==> src/rtl/bit_fifo.sv <==
// Width-converting bit FIFO: packs IWIDTH-bit words into OWIDTH-bit words, oldest bit in MSB.
// Optional BIT_FIFO_FLUSH_EN adds a flush input that emits held residue left-justified.
module bit_fifo #(
  parameter int IWIDTH = 8,
  parameter int OWIDTH = 8
) (
  input  logic              clk,
  input  logic              rst_n,
  input  logic              en,
  input  logic [IWIDTH-1:0] in,
  input  logic              in_valid,
`ifdef BIT_FIFO_FLUSH_EN
  input  logic              flush,
`endif
  output logic [OWIDTH-1:0] out,
  output logic              out_valid
);

  localparam int BW = IWIDTH + OWIDTH - 1;
  localparam int CW = $clog2(BW + 1);

  generate
    if (IWIDTH < 1 || OWIDTH < 1 || IWIDTH > OWIDTH) begin : g_bad_params
      $error("bit_fifo: need 1 <= IWIDTH <= OWIDTH (IWIDTH=%0d OWIDTH=%0d)", IWIDTH, OWIDTH);
    end
  endgenerate

  // Buffer is left-justified: held bits occupy the top count_q positions, the rest stay zero.
  logic [BW-1:0]     buf_q, buf_d;
  logic [CW-1:0]     count_q, count_d;
  logic [OWIDTH-1:0] out_q, out_d;
  logic              out_valid_q, out_valid_d;

  logic              accept;
  logic [BW-1:0]     in_ext;
  logic [BW-1:0]     merged;
  logic [CW-1:0]     next_count;

  always_comb begin
    accept      = en & in_valid;
    in_ext      = BW'(in) << (BW - IWIDTH);
    merged      = accept ? (buf_q | (in_ext >> count_q)) : buf_q;
    next_count  = count_q + (accept ? CW'(IWIDTH) : '0);

    count_d     = next_count;
    buf_d       = merged;
    out_d       = out_q;
    out_valid_d = 1'b0;

    if (next_count >= CW'(OWIDTH)) begin
      out_d       = merged[BW-1 -: OWIDTH];
      out_valid_d = 1'b1;
      count_d     = next_count - CW'(OWIDTH);
      buf_d       = merged << OWIDTH;
    end
`ifdef BIT_FIFO_FLUSH_EN
    // Zero-fill below the residue makes the top slice already zero-padded.
    else if (flush && next_count != '0) begin
      out_d       = merged[BW-1 -: OWIDTH];
      out_valid_d = 1'b1;
      count_d     = '0;
      buf_d       = '0;
    end
`endif
  end

  always_ff @(posedge clk or negedge rst_n) begin
    if (!rst_n) begin
      buf_q       <= '0;
      count_q     <= '0;
      out_q       <= '0;
      out_valid_q <= 1'b0;
    end else begin
      buf_q       <= buf_d;
      count_q     <= count_d;
      out_q       <= out_d;
      out_valid_q <= out_valid_d;
    end
  end

  assign out       = out_q;
  assign out_valid = out_valid_q;

endmodule

==> config.mk <==
export PLATFORM = sky130hd
export DESIGN_NAME = bit_fifo
export DESIGN_NICKNAME = d
export VERILOG_FILES = /design/src/rtl/bit_fifo.sv
export SDC_FILE = /design/constraint.sdc
export NUM_CORES = 1
export LEC_CHECK = 0
export CORE_ASPECT_RATIO = 1.4
export CORE_MARGIN = 2
export CORE_UTILIZATION = 47
export CTS_CLUSTER_DIAMETER = 200
export DETAILED_ROUTE_END_ITERATION = 10
export MAX_ROUTING_LAYER = met4
export PLACE_DENSITY = 0.72
export SLEW_MARGIN = 20
export SYNTH_ARGS = -nofsm -noshare
export SYNTH_HDL_FRONTEND = slang
export SYNTH_SLANG_ARGS = --single-unit
==> constraint.sdc <==
create_clock -name clk -period 0.8 [get_ports clk]
set_input_delay 0.08 -clock clk [delete_from_list [all_inputs] [get_ports clk]]
set_output_delay 0.08 -clock clk [all_outputs]
set_load 0.01 [all_outputs]
==> results.json <==
{
  "status": "complete, but fails checks",
  "violations": "setup timing",
  "arrival_ps": 860,
  "fmax_mhz": 1067,
  "min_period_over_period": 1.171,
  "path_clk_slew_ps": 120,
  "htree_levels": 1,
  "grt_pass1_wl_um": 2953,
  "synth_cell_types": 10,
  "power_frac_seq": 0.558,
  "ioPinCount": 21,
  "first_global_vias": 662,
  "finalWorstSetupSlack_ps": -136.8,
  "dpl_cell_area_mm2": 0.001199,
  "die_area_mm2": 0.002352,
  "powerDensity_mw_per_mm2": 1838,
  "drt_iter0_drc": 7,
  "slowest_stage": "dfrtp_1",
  "syn_to_final_growth_pct": 35.98,
  "syn_area_um2": 928.4,
  "hpwl_um": 1200,
  "fin_skew_ps": 1.707,
  "p_clk_frac": 0.264,
  "layout.nets": 114,
  "design_area_mm2": 0.001262,
  "power.share.combinational": 0.178,
  "fin_tns_setup_ps": -1079,
  "avgSynthCellArea_um2": 13.45,
  "die_w_um": 41.56,
  "crit_type": "reg2out",
  "synth.yosys.seq_area_share": 0.6469,
  "routed_wirelength_um": 1782,
  "antenna_left": 0,
  "worstReg2RegStart": "out[5]$_DFFE_PN0N_",
  "syn_nets": 81,
  "period_needed_ps": 936.8,
  "max_cap_viol_count": 0,
  "p_sw_frac": 0.2410,
  "leakage_nw": 0.6024,
  "cp_top_family": "flip-flops",
  "reg2reg_to": "out[5]$_DFFE_PN0N_",
  "ir_drop_mv": 1.160,
  "post_drt_via_cell_ratio": 5.131,
  "cp_cell_sequence": "buf_2",
  "intPower_mw": 1.762,
  "finalMaxSlewViolations": 0,
  "worst_pin_slew_ps": 214.6,
  "grt_max_degree": 25,
  "row_count": 19,
  "preCtsSetupSlack_ps": -530.2,
  "grt_use_total": 0.1722,
  "cp-start-kind": "flip-flop",
  "initial_core_util": 0.4821,
  "critPathMaxStageDelay_ps": 410,
  "fp.dieH_um": 56.59,
  "rsz0062_at_grt": "yes",
  "clockBufferDepth": 2,
  "io_buffers": 20,
  "post_drt_wl_per_cell_um": 14.61,
  "ff2ff_path_depth": 3,
  "cts_tree": "yes",
  "slew_headroom": 0.8569,
  "finalSetupViolCount": 9,
  "antenna_found_initial": 0,
  "synth-seq-cells": 24,
  "final_util": 0.6556,
  "final_cell_mix": "dfrtp_1 (24), clkdlybuf4s50_1 (9), buf_2 (9)",
  "grt_overflow_total": 0,
  "yosys_warnings": 0,
  "insertion_delay_ps": 300,
  "drc": 0,
  "crit_buf_inv": 1,
  "clock-sinks": 24,
  "cp_max_fo": 2,
  "fillCellCount": 159,
  "diodes": 0,
  "layout_commonest_cell": "dfrtp_1",
  "firstDrtPassIters": 4,
  "regToRegSetupSlack_ps": 0,
  "power.switching_mw": 0.5593,
  "vias": 626,
  "gp_congestion": 0.7463,
  "clockRootBuffer": "clkbuf_4",
  "core_mm2": 0.001926,
  "hold_viol_final": 0,
  "critPathCaptureType": "output port",
  "drive_gt1_frac": 0.4158,
  "cts_buffers": 3,
  "holdWs_ps": 101.6,
  "postSynthCellCount": 69,
  "worstPathRequired_ps": 720,
  "hold_class": "in2async"
}
cells by family (layout without fill, tap and decap cells):
logic type,Yosys count,count (layout),share of synthesized area
and+or+nand+nor,17,17,0.1078
DFF,24,24,0.6469
AOI/OAI and AO/OA,16,16,0.08626
buffers and inverters,5,37,0.06199
muxes,7,7,0.09703
power by group through the flow:
stage          sequential, mW  clock, mW  combinational, mW
2_1_floorplan            1.34          0              0.125
3_3_place_gp             1.32          0              0.384
3_5_place_dp             1.32          0              0.392
4_1_cts                  1.29      0.637              0.357
5_1_grt                  1.30      0.685              0.449
6_report                 1.29      0.613              0.414
worst reg2reg max path, delay by kind of cell, from the launching register on:
family / cells / cell delay, ps
AO/OA/AOI/OAI: 2 / 160
flip-flops: 1 / 400
buffers and inverters: 1 / 140
sequential cells by signal (all words and copies together) (netlist names):
register / count
buf_q: 15
out: 8
out_valid: 1
final cells by class:
type	count	area (um2)	share of cell area
Timing Repair Buffer	32	275.3	0.2180
Inverter	1	8.758	0.006938
Tap cell	21	26.28	0.02081
Clock buffer	4	36.28	0.02874
Multi-Input combinational cell	40	315.3	0.2498
Sequential cell	24	600.6	0.4757
synth_stat cells (all sizes together):
cell type | instances | area share
nor2 | 8 | 0.032
mux2 | 7 | 0.097
buf | 4 | 0.053
inv | 1 | 0.0094
nand2 | 1 | 0.022
a21oi | 16 | 0.086
and2 | 8 | 0.054
dfrtp | 24 | 0.65
worst max-delay path by stage:
| stage | start | end | slack, ps | cells past startpoint |
|---|---|---|---|---|
| after floorplan | in_valid | buf_q[12]$_DFF_PN0_ | -30 | 5 |
| after global placement | in_valid | buf_q[10]$_DFF_PN0_ | -510 | 4 |
| after detailed placement | en | buf_q[10]$_DFF_PN0_ | -530 | 4 |
| after CTS | out[5]$_DFFE_PN0N_ | out[5] | -150 | 1 |
| after global routing | out[3]$_DFFE_PN0N_ | out[3] | -180 | 1 |
| final | out[4]$_DFFE_PN0N_ | out[4] | -140 | 1 |
stage by stage:
| stage | total power, mW | cells |
|---|---|---|
| after global placement | 1.700 | 115 |
| after CTS | 2.286 | 121 |
| after floorplan | 1.469 | 69 |
| final | 2.321 | 122 |
| after global routing | 2.436 | 122 |
| after detailed placement | 1.710 | 115 |
timing repair:
action | in CTS | in global routing
hold buffers | 0 | 0
resized for setup | 38 | 12
setup buffers | 2 | 1
gates cloned | 0 | 0
setup endpoints to repair | 32 | 15
metal layers:
metal,global-route usage,wire length [um],up-vias
met5,-,0,-
met4,0.09217,14,0
met3,0.01929,48,2
met2,0.2500,958,14
met1,0.2371,760,313
li1,-,-,297
(Power assumes the default switching activity.)
